## src/rtl/riscv_dm_pkg.sv

```systemverilog
// Shared DMI definitions used by the debug transports, the DMI arbiter and riscv_dm.
package riscv_dm_pkg;

  localparam int DMI_ADDR_WIDTH = 7;
  localparam int DMI_DATA_WIDTH = 32;
  localparam int DMI_OP_WIDTH   = 2;

  // Request op encodings
  localparam logic [DMI_OP_WIDTH-1:0] DMI_OP_NOP   = 2'b00;
  localparam logic [DMI_OP_WIDTH-1:0] DMI_OP_READ  = 2'b01;
  localparam logic [DMI_OP_WIDTH-1:0] DMI_OP_WRITE = 2'b10;

  // Response status encodings
  localparam logic [DMI_OP_WIDTH-1:0] DMI_RESP_SUCCESS = 2'b00;
  localparam logic [DMI_OP_WIDTH-1:0] DMI_RESP_FAILED  = 2'b10;
  localparam logic [DMI_OP_WIDTH-1:0] DMI_RESP_BUSY    = 2'b11;

  typedef struct packed {
    logic [DMI_ADDR_WIDTH-1:0] addr;
    logic [DMI_DATA_WIDTH-1:0] data;
    logic [DMI_OP_WIDTH-1:0]   op;
  } dmi_req_t;

  typedef struct packed {
    logic [DMI_DATA_WIDTH-1:0] data;
    logic [DMI_OP_WIDTH-1:0]   op;
  } dmi_resp_t;

  typedef enum logic [1:0] {
    IDLE      = 2'b00,
    ISSUE     = 2'b01,
    WAIT_RESP = 2'b10,
    DELIVER   = 2'b11
  } dmi_arb_state_e;

endpackage

```

## src/rtl/dmi_arbiter_rr.sv

```systemverilog
// Combinational round-robin picker: first requesting channel after last_grant, wrapping.
module dmi_rr_arbiter #(
  parameter int NUM_REQ = 2,
  parameter int OWN_W   = (NUM_REQ > 1) ? $clog2(NUM_REQ) : 1
) (
  input  logic [NUM_REQ-1:0] req,
  input  logic [OWN_W-1:0]   last_grant,
  output logic [NUM_REQ-1:0] grant,
  output logic [OWN_W-1:0]   grant_idx,
  output logic               grant_any
);

  int               idx_s;
  logic [OWN_W-1:0] idx_w_s;

  // Walk the channels starting just after the previous winner and take the first one requesting
  always_comb begin
    grant     = {NUM_REQ{1'b0}};
    grant_idx = {OWN_W{1'b0}};
    grant_any = 1'b0;
    idx_s     = 0;
    idx_w_s   = {OWN_W{1'b0}};
    for (int i = 1; i <= NUM_REQ; i++) begin
      idx_s   = (int'(last_grant) + i) % NUM_REQ;
      idx_w_s = OWN_W'(idx_s);
      if (!grant_any && req[idx_w_s]) begin
        grant[idx_w_s] = 1'b1;
        grant_idx      = idx_w_s;
        grant_any      = 1'b1;
      end else begin
        grant_any = grant_any;
      end
    end
  end

endmodule

```

## src/rtl/dmi_arbiter.sv

```systemverilog
// N-to-1 DMI arbiter: round-robin grant, one transaction outstanding, response routed
// back to the issuing channel, and a response timeout with late-response draining.
module dmi_arbiter #(
  parameter int NUM_REQ        = 2,
  parameter int ADDR_WIDTH     = riscv_dm_pkg::DMI_ADDR_WIDTH,
  parameter int DATA_WIDTH     = riscv_dm_pkg::DMI_DATA_WIDTH,
  parameter int OP_WIDTH       = riscv_dm_pkg::DMI_OP_WIDTH,
  parameter int TIMEOUT_CYCLES = 1024
) (
  input  logic                               clk_i,
  input  logic                               rst_i,
  input  logic [NUM_REQ-1:0]                 req_valid_i,
  output logic [NUM_REQ-1:0]                 req_ready_o,
  input  logic [NUM_REQ-1:0][ADDR_WIDTH-1:0] req_addr_i,
  input  logic [NUM_REQ-1:0][DATA_WIDTH-1:0] req_data_i,
  input  logic [NUM_REQ-1:0][OP_WIDTH-1:0]   req_op_i,
  output logic [NUM_REQ-1:0]                 resp_valid_o,
  input  logic [NUM_REQ-1:0]                 resp_ready_i,
  output logic [DATA_WIDTH-1:0]              resp_data_o,
  output logic [OP_WIDTH-1:0]                resp_op_o,
  output logic                               dm_req_valid_o,
  input  logic                               dm_req_ready_i,
  output logic [ADDR_WIDTH-1:0]              dm_req_addr_o,
  output logic [DATA_WIDTH-1:0]              dm_req_data_o,
  output logic [OP_WIDTH-1:0]                dm_req_op_o,
  input  logic                               dm_resp_valid_i,
  output logic                               dm_resp_ready_o,
  input  logic [DATA_WIDTH-1:0]              dm_resp_data_i,
  input  logic [OP_WIDTH-1:0]                dm_resp_op_i,
  output logic [((NUM_REQ > 1) ? $clog2(NUM_REQ) : 1)-1:0] owner_o,
  output logic                               busy_o,
  output logic                               timeout_o
);

  import riscv_dm_pkg::*;

  localparam int OWN_W   = (NUM_REQ > 1) ? $clog2(NUM_REQ) : 1;
  localparam int TO_BITS = (TIMEOUT_CYCLES > 0) ? $clog2(TIMEOUT_CYCLES + 1) : 1;
  localparam bit TO_EN   = (TIMEOUT_CYCLES > 0);
  localparam logic [TO_BITS-1:0] TO_LAST = (TIMEOUT_CYCLES > 0) ? TO_BITS'(TIMEOUT_CYCLES - 1)
                                                                : {TO_BITS{1'b0}};

  dmi_arb_state_e        state_r;
  logic                  stale_r;
  logic [OWN_W-1:0]      last_grant_r;
  logic [OWN_W-1:0]      owner_r;
  logic [TO_BITS-1:0]    counter_r;
  logic [ADDR_WIDTH-1:0] dm_addr_r;
  logic [DATA_WIDTH-1:0] dm_data_r;
  logic [OP_WIDTH-1:0]   dm_op_r;
  logic [DATA_WIDTH-1:0] resp_data_r;
  logic [OP_WIDTH-1:0]   resp_op_r;
  logic                  timeout_r;

  logic [NUM_REQ-1:0]    grant_s;
  logic [OWN_W-1:0]      grant_idx_s;
  logic                  grant_any_s;
  logic                  grant_en_s;

  dmi_rr_arbiter #(
    .NUM_REQ (NUM_REQ),
    .OWN_W   (OWN_W)
  ) u_rr (
    .req        (req_valid_i),
    .last_grant (last_grant_r),
    .grant      (grant_s),
    .grant_idx  (grant_idx_s),
    .grant_any  (grant_any_s)
  );

  // A grant is only possible from IDLE once any late DM response has been drained
  assign grant_en_s = (state_r == IDLE) && !stale_r && grant_any_s;

  // Transaction FSM: grant, issue downstream, wait (with timeout), deliver upstream
  always_ff @(posedge clk_i) begin
    if (rst_i) begin
      state_r      <= IDLE;
      stale_r      <= 1'b0;
      last_grant_r <= OWN_W'(NUM_REQ - 1);
      owner_r      <= {OWN_W{1'b0}};
      counter_r    <= {TO_BITS{1'b0}};
      dm_addr_r    <= {ADDR_WIDTH{1'b0}};
      dm_data_r    <= {DATA_WIDTH{1'b0}};
      dm_op_r      <= {OP_WIDTH{1'b0}};
      resp_data_r  <= {DATA_WIDTH{1'b0}};
      resp_op_r    <= {OP_WIDTH{1'b0}};
      timeout_r    <= 1'b0;
    end else begin
      timeout_r <= 1'b0;
      // A response arriving after its timeout belongs to nobody: swallow it
      if (stale_r && dm_resp_valid_i && (state_r != WAIT_RESP)) begin
        stale_r <= 1'b0;
      end
      case (state_r)
        IDLE: begin
          if (grant_en_s) begin
            dm_addr_r    <= req_addr_i[grant_idx_s];
            dm_data_r    <= req_data_i[grant_idx_s];
            dm_op_r      <= req_op_i[grant_idx_s];
            owner_r      <= grant_idx_s;
            last_grant_r <= grant_idx_s;
            state_r      <= ISSUE;
          end
        end
        ISSUE: begin
          if (dm_req_ready_i) begin
            counter_r <= {TO_BITS{1'b0}};
            state_r   <= WAIT_RESP;
          end
        end
        WAIT_RESP: begin
          if (dm_resp_valid_i) begin
            resp_data_r <= dm_resp_data_i;
            resp_op_r   <= dm_resp_op_i;
            counter_r   <= {TO_BITS{1'b0}};
            state_r     <= DELIVER;
          end else if (TO_EN && (counter_r == TO_LAST)) begin
            resp_data_r <= {DATA_WIDTH{1'b0}};
            resp_op_r   <= OP_WIDTH'(DMI_RESP_FAILED);
            timeout_r   <= 1'b1;
            stale_r     <= 1'b1;
            counter_r   <= {TO_BITS{1'b0}};
            state_r     <= DELIVER;
          end else begin
            counter_r <= counter_r + TO_BITS'(1'b1);
          end
        end
        DELIVER: begin
          if (resp_ready_i[owner_r]) begin
            state_r <= IDLE;
          end
        end
        default: begin
          state_r <= IDLE;
        end
      endcase
    end
  end

  // Accept strobe goes only to the channel winning arbitration this cycle
  always_comb begin
    req_ready_o = {NUM_REQ{1'b0}};
    if (grant_en_s) begin
      req_ready_o = grant_s;
    end else begin
      req_ready_o = {NUM_REQ{1'b0}};
    end
  end

  // Response valid is steered to the owning channel only
  always_comb begin
    resp_valid_o = {NUM_REQ{1'b0}};
    for (int i = 0; i < NUM_REQ; i++) begin
      resp_valid_o[i] = (state_r == DELIVER) && (owner_r == OWN_W'(i));
    end
  end

  assign dm_req_valid_o  = (state_r == ISSUE);
  assign dm_req_addr_o   = dm_addr_r;
  assign dm_req_data_o   = dm_data_r;
  assign dm_req_op_o     = dm_op_r;
  assign dm_resp_ready_o = (state_r == WAIT_RESP) || stale_r;
  assign resp_data_o     = resp_data_r;
  assign resp_op_o       = resp_op_r;
  assign owner_o         = owner_r;
  assign busy_o          = (state_r != IDLE) || stale_r;
  assign timeout_o       = timeout_r;

endmodule
```

## config.mk

```make
export PLATFORM = sky130hd
export DESIGN_NAME = dmi_arbiter
export DESIGN_NICKNAME = d
export VERILOG_FILES = /design/src/rtl/riscv_dm_pkg.sv /design/src/rtl/dmi_arbiter_rr.sv /design/src/rtl/dmi_arbiter.sv
export SDC_FILE = /design/constraint.sdc
export NUM_CORES = 1
export LEC_CHECK = 0
export CORE_MARGIN = 1
export CORE_UTILIZATION = 41
export DETAILED_ROUTE_END_ITERATION = 7
export MAX_ROUTING_LAYER = met4
export PLACE_DENSITY = 0.85
export SETUP_SLACK_MARGIN = 0.5
export SYNTH_ARGS = -nofsm -noshare
export SYNTH_HDL_FRONTEND = slang
export SYNTH_SLANG_ARGS = --single-unit
```

## constraint.sdc

```tcl
create_clock -name clk_i -period 4.1 [get_ports clk_i]
set_input_delay 1.23 -clock clk_i [delete_from_list [all_inputs] [get_ports clk_i]]
set_output_delay 1.23 -clock clk_i [all_outputs]
set_load 0.01 [all_outputs]
```

==> metrics.md <==
| Metric | Value |
|---|---|
| Status | `finished, final reports clean` |
| Area grow syn2layout | `63.4%` |
| Layout cells sized above 1 | `6.35%` |
| Synth Area in Adders | `1.68%` |
| Compound-Gate Fraction of Synth Area | `19.2%` |
| Global-route wire length before repair | `17300 um` |
| Fmax | `309 MHz` |
| Switch share | `33.1%` |
| Switching Power | `1.01 mW` |
| Simple-gate area share of the yosys netlist | `11.1%` |
| Hold buffer count at cts | `0` |
| Commonest cells after routing, fill and taps aside | `202 x clkdlybuf4s50_1, 92 x dfxtp_1, 47 x nor2_1, 44 x mux2i_1, 42 x a211oi_1` |
| Xor and xnor area share after synthesis | `2.12%` |
| Asr flop ratio synth | `0%` |
| Main flop type after synthesis | `dfxtp_1` |
| Largest net degree at the start of global routing | `83` |
| Worst EP arrival | `2.00 ns` |
| Clock root cell | `clkbuf_8` |
| Crit path kind | `in2out` |
| Die ar. | `9450 um^2` |
| Core footprint | `8760 um^2` |
| WL per Instance | `15.6 um` |
| H-tree Lvls | `3` |
| Comb pwr share | `40.3%` |
| DR vias | `3519` |
| Antenna diode count | `0` |
| Nets | `691` |
| CTS tree | `yes` |
| P_leak | `2.30 nW` |
| Vias/cell | `5.21` |
| Global Route Usage Sum | `23.1%` |
| Largest family of logic cells by synthesized area | `compound AO/OA/AOI/OAI gates` |
| I/O Pins | `208` |
| Clk slew on worst S/H paths | `0.09 ns` |
| WHS Path Cells | `2` |
| Post-route minimum period | `3.23 ns` |
| Worst R2R Path Depth | `8` |
| PnR worst setup slack | `0.869 ns` |
| Startpoint types | `input port` |
| Endpoints failing setup | `0` |
| GR Overflow Total | `0` |
| Share of the synthesized area in the top cell type | `49.5%` |
| Number of synthesized flops with an enable pin | `0` |
| P_int | `2.04 mW` |
| Worst hold path class | `reg2reg` |
| Die width | `97.2 um` |
| Number of global-route vias before repair | `3565` |
| Avg Synthesized Cell Area | `10.2 um^2` |
| Routed wire length | `10500 um` |
| DRT iter0 DRCs | `64` |
| Initial Util | `42.4%` |
| Endpoint class of the critical path | `output pin` |
| Pins Over Slew Limit | `0` |
| Final Hold Violating Endpoints | `0` |
| Peak supply drop | `0.285 mV` |
| Num rows | `34` |
| Post-place setup slack | `0.205 ns` |
| Sink Count | `92` |
| Leading cell type in the layout, fill and taps excluded | `clkdlybuf4s50_1` |
| Worst Clk Skew | `0.0104 ns` |
| Placed Area | `5870 um^2` |
| Clock tree buffer depth | `2` |
| Max Cap Viol | `0` |
| Residual DRC | `0` |
| Pwr per Cell Area | `501 nW/um^2` |
| Top cells by area, synth | `dfxtp_1 50%, mux2i_1 12%, a211oi_1 8.5%, a22o_1 8.0%, nor2_1 4.8%` |
| Number of synthesized register bits | `92` |
| Initial antenna violation count | `0` |
| Max FO, Critical Path | `3` |
| Post-Syn Nets | `494` |
| RSZ-0062 raised after global routing | `no` |
| Worst Tran Pin Value | `0.768 ns` |
| Slew Limit Headroom | `48.8%` |
| DRT Pass-1 Iters | `5` |
| Post-Syn Instances | `365` |
| Clock network fraction of total power | `20.0%` |
| Clk Latency, worst-skew pair | `0.35 ns` |
| Final ANT Viol Nets | `0` |
| Cell Area, Synth | `3720 um^2` |
| Setup tns final | `0 ns` |
| Worst path required time | `2.87 ns` |
| Gp weighted congestion | `0.780` |
| Final Instance Area | `6080 um^2` |
| Die height | `97.2 um` |
| Total CTS buffers | `9` |
| Distinct cells, synth | `35` |
| Reg power frac | `39.7%` |
| DP Wirelength | `7650 um` |
| YS warnings | `0` |
| Port Buf Inserts | `207` |
| Final Cycle Share | `78.8%` |
| Post-synthesis mux area share | `12.5%` |
| Register area share after synthesis | `49.5%` |
| Cell accounting for the most synthesized area | `dfxtp_1` |
==> flip-flops by register name, indices dropped and copies added (netlist names) <==
register,cells
dm_req_data_o,32
resp_data_o,32
counter_r,11
dm_req_addr_o,7
dm_req_op_o,2
resp_op_o,2
state_r,2
last_grant_r,1
owner_o,1
stale_r,1
timeout_o,1
==> stage by stage <==
| step | instances | util [%] | hold WS [ns] | power (mW) |
|---|---|---|---|---|
| after floorplan | 365 | - | 0.404 | 1.81 |
| after detailed placement | 659 | 66.9 | 0.436 | 2.45 |
| after global placement | 659 | 66.9 | 0.413 | 2.41 |
| after global routing | 675 | 69.3 | 0.476 | 3.22 |
| after CTS | 675 | 69.2 | 0.448 | 3.06 |
| final | 675 | 69.3 | 0.458 | 3.05 |
==> kinds of logic after synthesis <==
family,after synthesis
XOR/XNOR,9
AO/OA/AOI/OAI,91
AND/OR/NAND/NOR,89
flip-flops,92
adder cells (fa/ha/maj),5
multiplexers,46
buffers and inverters,33
==> metal layers <==
| layer | global-route usage, % | vias to the layer above | wire length [um] |
|---|---|---|---|
| met2 | 39.1 | 168 | 5080 |
| met3 | 6.76 | 14 | 966 |
| met4 | 6.33 | 0 | 137 |
| met1 | 26.8 | 1613 | 4350 |
| li1 | - | 1724 | - |
| met5 | - | - | 0 |
==> worst max-delay path: stages <==
cell	delay, ns
dlymetal6s2s_1	0.16
a21boi_4	0.22
and2_4	0.17
clkdlybuf4s15_2	0.22
==> final timing paths <==
kind,endpoint,from,slack (ns)
max,req_ready_o[1],req_valid_i[1],0.87
min,counter_r[10],counter_r[10],0.46
max reg2reg,dm_req_data_o[17],state_r[0],1.79
min reg2reg,counter_r[10],counter_r[10],0.46
==> area by class of cell <==
type / instances / area (um^2)
multi-input cells: 240 / 1760
clock buffers: 9 / 124
inverters: 7 / 26.3
flip-flops and latches: 92 / 1840
well taps: 108 / 135
repair buffers: 212 / 2110
fillers: 657 / 2690
clock inverters: 7 / 75.1
==> power by group through the flow <==
stage / Sequential (mW) / Combinational (mW) / Clock [mW]
2_1_floorplan: 1.30 / 0.502 / 0
3_3_place_gp: 1.21 / 1.19 / 0
3_5_place_dp: 1.23 / 1.22 / 0
4_1_cts: 1.21 / 1.23 / 0.622
5_1_grt: 1.24 / 1.33 / 0.657
6_report: 1.21 / 1.23 / 0.611
==> cells in the mapped netlist (3+ instances only) <==
cell	number
ha_1	5
a22o_1	34
mux2i_1	44
buf_2	12
nor2_1	48
inv_1	7
nor3_1	11
nand2_1	11
dfxtp_1	92
o21ai_0	4
clkbuf_1	13
nor4_1	3
a211oi_1	42
nor2b_1	3
a21oi_1	6
xnor2_1	7
==> timing repair <==
action	in CTS	in global routing
endpoints found under the setup margin	2	2
buffers inserted	0	0
hold endpoints to repair	0	0
resized for setup	5	4
No activity file was read; power rests on OpenSTA's default activity.
